## src/rtl/queue_pkg.sv

```systemverilog
// Shared constants and table helpers for the queue wait-time lookup.
// Default parameter values live here so the top and table agree.
package queue_pkg;

  localparam int P_W_DEF   = 3;
  localparam int T_W_DEF   = 2;
  localparam int T_MAX_DEF = 3;
  localparam int W_W_DEF   = 5;
  localparam int SVC_DEF   = 3;

  // Default wait: ceil(p * svc / t), clipped to the largest value w_w bits can show.
  // A zero teller count has no meaningful estimate and returns the saturated value.
  function automatic int default_wtime(input int t, input int p, input int svc, input int w_w);
    int num;
    int sat;
    int q;
    num = p * svc;
    sat = (32'sd1 <<< w_w) - 32'sd1;
    if (t <= 32'sd0) begin
      q = sat;
    end else begin
      q = (num + t - 32'sd1) / t;
    end
    if (q > sat) begin
      q = sat;
    end else begin
      q = q;
    end
    return q;
  endfunction

  // Flat table index: teller rows are 1-based, person columns 0-based.
  function automatic int lut_index(input int t, input int p, input int p_w);
    return (t - 32'sd1) * (32'sd1 <<< p_w) + p;
  endfunction

endpackage

```

## src/rtl/queue_wait_table.sv

```systemverilog
// Wait-time table storage with a combinational read port.
// QUEUE_LUT_CFG_WR_EN defined   : registered table, write port active, reset reloads defaults.
// QUEUE_LUT_CFG_WR_EN undefined : constant ROM of defaults, write port ignored.
module queue_wait_table
  import queue_pkg::*;
#(
  parameter int P_W   = P_W_DEF,
  parameter int T_W   = T_W_DEF,
  parameter int T_MAX = T_MAX_DEF,
  parameter int W_W   = W_W_DEF,
  parameter int SVC   = SVC_DEF
) (
  input  logic           clk,
  input  logic           rst,
  input  logic           cfg_we,
  input  logic [T_W-1:0] cfg_t,
  input  logic [P_W-1:0] cfg_p,
  input  logic [W_W-1:0] cfg_data,
  input  logic [T_W-1:0] rd_t,
  input  logic [P_W-1:0] rd_p,
  output logic [W_W-1:0] rd_data
);

  localparam int ROWS  = 2 ** P_W;
  localparam int DEPTH = T_MAX * ROWS;
  localparam int IDX_W = (DEPTH > 1) ? $clog2(DEPTH) : 1;

  localparam logic [T_W-1:0] T_LO = T_W'(1);
  localparam logic [T_W-1:0] T_HI = T_W'(T_MAX);

  logic [W_W-1:0]   entry_s [DEPTH];
  logic             rd_ok_s;
  logic [IDX_W-1:0] rd_idx_s;

  // Out-of-range teller counts yield a meaningless index; rd_ok_s masks them.
  assign rd_ok_s  = (rd_t >= T_LO) && (rd_t <= T_HI);
  assign rd_idx_s = IDX_W'(lut_index(int'(rd_t), int'(rd_p), P_W));

  // Combinational read; an invalid teller count reads as zero (top overrides it anyway).
  always_comb begin
    rd_data = {W_W{1'b0}};
    if (rd_ok_s) begin
      rd_data = entry_s[rd_idx_s];
    end else begin
      rd_data = {W_W{1'b0}};
    end
  end

`ifdef QUEUE_LUT_CFG_WR_EN

  logic [W_W-1:0]   entry_r [DEPTH];
  logic             wr_ok_s;
  logic [IDX_W-1:0] wr_idx_s;

  assign wr_ok_s  = cfg_we && (cfg_t >= T_LO) && (cfg_t <= T_HI);
  assign wr_idx_s = IDX_W'(lut_index(int'(cfg_t), int'(cfg_p), P_W));

  // Table registers: reset reloads defaults, falling-edge write of one entry otherwise.
  always_ff @(negedge clk or posedge rst) begin
    if (rst) begin
      for (int i = 0; i < DEPTH; i++) begin
        entry_r[i] <= W_W'(default_wtime(i / ROWS + 1, i % ROWS, SVC, W_W));
      end
    end else if (wr_ok_s) begin
      entry_r[wr_idx_s] <= cfg_data;
    end else begin
      entry_r <= entry_r;
    end
  end

  // Expose the register contents to the shared read mux.
  always_comb begin
    for (int i = 0; i < DEPTH; i++) begin
      entry_s[i] = entry_r[i];
    end
  end

`else

  logic cfg_unused_s;

  // Constant ROM of the default estimates; folds to wiring.
  always_comb begin
    for (int i = 0; i < DEPTH; i++) begin
      entry_s[i] = W_W'(default_wtime(i / ROWS + 1, i % ROWS, SVC, W_W));
    end
  end

  // Write port and clocking are intentionally inert in ROM form.
  assign cfg_unused_s = ^{clk, rst, cfg_we, cfg_t, cfg_p, cfg_data};

`endif

endmodule

```

## src/rtl/queue_wait_lut.sv

```systemverilog
// Queue wait-time lookup: maps (tCount, pCount) to a registered wait estimate,
// flags out-of-range teller counts and strobes wUpd when the estimate changes.
// All state moves on the falling clock edge so rising-edge counters are stable.
// Optional runtime table writes: define QUEUE_LUT_CFG_WR_EN.
module queue_wait_lut
  import queue_pkg::*;
#(
  parameter int P_W   = P_W_DEF,
  parameter int T_W   = T_W_DEF,
  parameter int T_MAX = T_MAX_DEF,
  parameter int W_W   = W_W_DEF,
  parameter int SVC   = SVC_DEF
) (
  input  logic           clk,
  input  logic           rst,
  input  logic [P_W-1:0] pCount,
  input  logic [T_W-1:0] tCount,
  input  logic           cfg_we,
  input  logic [T_W-1:0] cfg_t,
  input  logic [P_W-1:0] cfg_p,
  input  logic [W_W-1:0] cfg_data,
  output logic [W_W-1:0] wTime,
  output logic           wValid,
  output logic           wErr,
  output logic           wUpd
);

  localparam logic [T_W-1:0] T_LO = T_W'(1);
  localparam logic [T_W-1:0] T_HI = T_W'(T_MAX);

  logic [W_W-1:0] rd_data_s;
  logic           in_range_s;
  logic [W_W-1:0] wtime_nxt_s;

  logic [W_W-1:0] wtime_r;
  logic           wvalid_r;
  logic           werr_r;
  logic           wupd_r;

  queue_wait_table #(
    .P_W   (P_W),
    .T_W   (T_W),
    .T_MAX (T_MAX),
    .W_W   (W_W),
    .SVC   (SVC)
  ) u_table (
    .clk      (clk),
    .rst      (rst),
    .cfg_we   (cfg_we),
    .cfg_t    (cfg_t),
    .cfg_p    (cfg_p),
    .cfg_data (cfg_data),
    .rd_t     (tCount),
    .rd_p     (pCount),
    .rd_data  (rd_data_s)
  );

  assign in_range_s = (tCount >= T_LO) && (tCount <= T_HI);

  // Select the table entry, or the saturated error value for a bad teller count.
  always_comb begin
    wtime_nxt_s = {W_W{1'b1}};
    if (in_range_s) begin
      wtime_nxt_s = rd_data_s;
    end else begin
      wtime_nxt_s = {W_W{1'b1}};
    end
  end

  // Output registers and change detector; the first lookup after reset always strobes.
  always_ff @(negedge clk or posedge rst) begin
    if (rst) begin
      wtime_r  <= {W_W{1'b0}};
      wvalid_r <= 1'b0;
      werr_r   <= 1'b0;
      wupd_r   <= 1'b0;
    end else begin
      wtime_r  <= wtime_nxt_s;
      wvalid_r <= 1'b1;
      werr_r   <= ~in_range_s;
      wupd_r   <= (wtime_nxt_s != wtime_r) || ~wvalid_r;
    end
  end

  assign wTime  = wtime_r;
  assign wValid = wvalid_r;
  assign wErr   = werr_r;
  assign wUpd   = wupd_r;

endmodule

```

## config.mk

```make
export PLATFORM = sky130hd
export DESIGN_NAME = queue_wait_lut
export DESIGN_NICKNAME = d
export VERILOG_FILES = /design/src/rtl/queue_pkg.sv /design/src/rtl/queue_wait_table.sv /design/src/rtl/queue_wait_lut.sv
export SDC_FILE = /design/constraint.sdc
export NUM_CORES = 1
export LEC_CHECK = 0
export ABC_AREA = 1
export ABC_CLOCK_PERIOD_IN_PS = 1200
export CORE_MARGIN = 2
export CORE_UTILIZATION = 38
export CTS_CLUSTER_DIAMETER = 200
export DETAILED_ROUTE_END_ITERATION = 10
export PLACE_DENSITY = 0.81
export SLEW_MARGIN = 20
export SYNTH_ARGS = -nofsm -noshare
export SYNTH_HDL_FRONTEND = slang
export SYNTH_SLANG_ARGS = --single-unit
export TNS_END_PERCENT = 20
```

## constraint.sdc

```tcl
create_clock -name clk -period 1.2 [get_ports clk]
set_clock_uncertainty 0.2 [all_clocks]
set_input_delay 0.12 -clock clk [delete_from_list [all_inputs] [get_ports clk]]
set_output_delay 0.12 -clock clk [all_outputs]
set_load 0.05 [all_outputs]
```

Yosys cells after proc, flatten, opt, wreduce, memory -nomap -nowiden
Memory sizes are Yosys's and may differ from the RTL's. Index checks and enable logic that the tools add are counted.

Add/sub/neg operators: 2. $mul: 0. Div/mod/pow operators: 0. Magnitude comparators: 3. Equal/unequal tests: 1. Shift-type cells: 0. Mux-type cells: 3. Bitwise gates (word level): 3. Reduce and logical (&&, ||, !) cells: 2.

Operators by type and width (count): two-way mux 5 bit (3); >= comparator 6 bit, second input constant (1); inverter 5 -> 6 bit (1); adder 5 x 4 -> 5 bit (1); != test 5 bit (1); >= comparator 2 x 1 -> 1 bit, second input constant (1); less-or-equal comparator 2 bit, second input constant (1); inverter 1 bit (2); subtractor 2 x 1 -> 2 bit, second input constant (1); logical AND 1 bit (1); logical OR 1 bit (1).

Register bits after elaboration: 8. Bits in latches: 0. Bits in writable memories: 0. Bits in read-only memories: 160. Input port bits: 18. Output and inout port bits: 8. Word-level logic and storage cells: 19. Memories kept: 1.

Memory list: (name not given) (depth 32, width 5, rd ports 1, clocked after memory_dff 0, wr ports 0, RTL line queue_wait_table.sv:43) `rd_data = entry_s[rd_idx_s];`.

Logic depth before layout (Yosys ltp)
Word-level depth: 9. Gate-level depth with buffers: 11. Gate-level depth less buffers: 11.

Cells and area by module
From an unflattened synthesis, not the netlist that was laid out.

Cell total of the unflattened synthesis: 89. Area total of the unflattened synthesis: 631.9 µm².

Modules (own cells, without submodules): queue_wait_lut (times used 1, cells each 48, area an instance 400.4 µm², seq. area each 200.2 µm²); queue_wait_table (times used 1, cells each 41, area an instance 231.5 µm², seq. area each 0.0 µm²).

==> metrics.csv <==
metric,value,unit
synth-seq-cells,8,
cp.required,0.52,ns
synth_xor_area_share,0,%
synth-adder-area-share,11.8,%
num_rows,13,
drive_gt1_share,61.9,%
fin_cells,128,
holdPathEnd,wUpd,
synth_common_cells,"nand2_1, inv_1, nand3_1",
synth_top_area_share,37.8,%
synth_warnings,0,
critPathMaxStageDelay,0.13,ns
seqPwrFrac,29.5,%
worstHoldStart,wValid,
hold_buffers,0,
rsz0062_at_grt,true,
pre_cts_ws,-1.35,ns
port_buffers,14,
setup_ws,-0.741,ns
reg2reg_depth,7,
cp_max_fo,4,
hold_violations,0,
drt-pass1-iter-count,5,
swShare,39.7,%
drc_errors,0,
path_clk_slew,0.04,ns
core_area,0.00130,sq mm
synth_top_cell_by_area,dfrtn_1,
switching_power,0.438,mW
tns,-7.61,ns
io_pins,26,
cp.arrival,1.27,ns
drv_slew,0,
ir_drop,0.615,mV
avgSynthCellArea,6.87,sq um
power_frac_comb,49.5,%
cts.path.max_buffers,2,
internal_power,0.664,mW
synth.area.top_cells,"dfrtn_1, nand2_1, ha_1",
dp_cells,118,
clockPowerShare,21.0,%
syn-num-nets,100,
dpl.hpwl,988,microns
synth_edf_count,0,
clock_latency,0.28,ns
fp.dieArea,0.00171,sq mm
hold_path_class,reg -> reg,
numCtsBuffers,3,
ys_seq_area_share,37.8,%
maxCapViolCount,0,
syn_area,529,sq um
critPathKind,in -> reg,
start_util,40.7,%
placed_cell_area,883,sq um
startpoint,tCount[0],
routed_wl,2550,microns
ys_async_sr_fraction,100,%
clockRootBuffer,clkbuf_4,
detail-route-antenna-nets,0,
num-nets-final,138,
cpMaxStageDelayCell,nand2_2,
rrSetupSlack,-0.17,ns
whs_path_depth,5,
start_kind,input pin,
fin_area,0.00112,sq mm
synth_simple_gate_area_share,36.4,%
synth-main-ff-cell,dfrtn_1,
reg2reg_from,wTime[0],
synth.most_common_cell,nand2_1,
cpMostUsedCell,nand2_1,
yosysUniqueCellTypes,11,
dr.first_iter.drc_count,52,
status,"complete, but fails checks",
synth.mux.area_fraction,0,%
end_kind,flip-flop,
overflow,0,
grt_start_max_net_pins,9,
grtUsageTotal,28.9,%
wl_per_cell,19.9,microns
antenna_found_initial,0,
crit-reg2reg-capture,wUpd,
grt_pass1_wl,2960,microns
cellLeakagePower,0.566,nW
cts_tree,done,
violations,negative setup slack,
vias,707,
synth-compound-area-share,2.60,%
setup_viol,14,
synthCells,77,
die_y,41.3,microns
synth_top_family_by_area,simple AND/OR/NAND/NOR gates,
powerDensity,987,mW/mm^2
syn2layout_area_growth,111,%
crit_chain,"buf_8, inv_4, buf_4, buf_6, nand2_1, nand2_2, nand3_4, nand2_2, nand2_1, nand2_1, nand2_1, nor2_1, nand2_1",
final_util,85.8,%
num_antenna_cells,0,
globalplace.congestion,0.933,
cts_max_level,1,
viasPerCell,5.52,
first_global_vias,642,
die_x,41.3,microns
cts.sinks,8,
[worst max path at each step]
stage                     endpoint  cells after the start
after detailed placement      wUpd                     12
after CTS                 wTime[1]                      1
after global routing          wUpd                     13
after floorplan               wUpd                     11
final                         wUpd                     13
after global placement        wUpd                     12
[layout by cell type, fill, tap and decap left out, types with 2 or more instances in the layout]
| cell | synthesis | routed |
|---|---|---|
| buf_12 | 0 | 9 |
| inv_2 | 0 | 3 |
| nor2_1 | 7 | 4 |
| buf_4 | 0 | 15 |
| clkbuf_4 | 0 | 3 |
| inv_4 | 0 | 3 |
| nand2_2 | 0 | 8 |
| nor2_4 | 0 | 2 |
| nand3_2 | 0 | 6 |
| nand4_1 | 2 | 2 |
| ha_2 | 0 | 2 |
| nor2_2 | 1 | 2 |
| nand2_1 | 26 | 15 |
| inv_1 | 15 | 8 |
| ha_4 | 0 | 2 |
| nand3_1 | 10 | 3 |
| nand2_4 | 0 | 3 |
| dfrtn_1 | 8 | 8 |
| buf_6 | 0 | 6 |
[registers in the layout (all words and copies together), names as in the netlist]
register and cells:
wTime 5, wErr 1, wValid 1, wUpd 1
[metal layers]
| metal | vias up | GRT usage [%] | routed length, microns |
|---|---|---|---|
| li1 | 311 | - | - |
| met1 | 318 | 32.3 | 1070 |
| met2 | 57 | 47.3 | 1190 |
| met3 | 21 | 8.51 | 161 |
| met4 | 0 | 19.4 | 131 |
| met5 | - | 0 | 0 |
[critical path, delay by kind of cell]
family	cells	cell delay, ns
buffers and inverters	4	0.38
AND/OR/NAND/NOR	9	0.76
[per-stage QoR]
stage	power, mW	hold slack (ns)
detailed placement	0.719	0.324
finish	1.10	0.411
global route	1.13	0.410
floorplan	0.511	0.226
global placement	0.708	0.320
CTS	0.996	0.350
[what timing repair did]
item / 4_1_cts / 5_1_grt
endpoints found under the hold margin: 0 / 0
resized for setup: 45 / 25
setup buffers: 5 / 2
pin swaps: 19 / 14
endpoints found under the setup margin: 15 / 14
[power groups by stage]
stage	combinational, mW	clock (mW)	sequential, mW
floorplan	0.117	0	0.394
global placement	0.383	0	0.326
detailed placement	0.392	0	0.327
CTS	0.452	0.220	0.324
global route	0.564	0.242	0.326
finish	0.546	0.231	0.325
[final cells by class]
| class | instances | area (sq um) |
|---|---|---|
| fillers | 69 | 185 |
| flip-flops and latches | 8 | 200 |
| clock buffers | 3 | 22.5 |
| well taps | 15 | 18.8 |
| repair buffers | 33 | 390 |
| inverters | 15 | 67.6 |
| multi-input cells | 54 | 417 |
[logic make-up (layout without fill, tap and decap cells)]
kind of cell / after synthesis / in the layout
compound gates: 2 / 2
fa+ha+maj: 5 / 5
buf+inv: 15 / 51
flops: 8 / 8
other cells: 1 / 1
simple gates: 46 / 46
No activity file was read; power rests on OpenSTA's default activity.
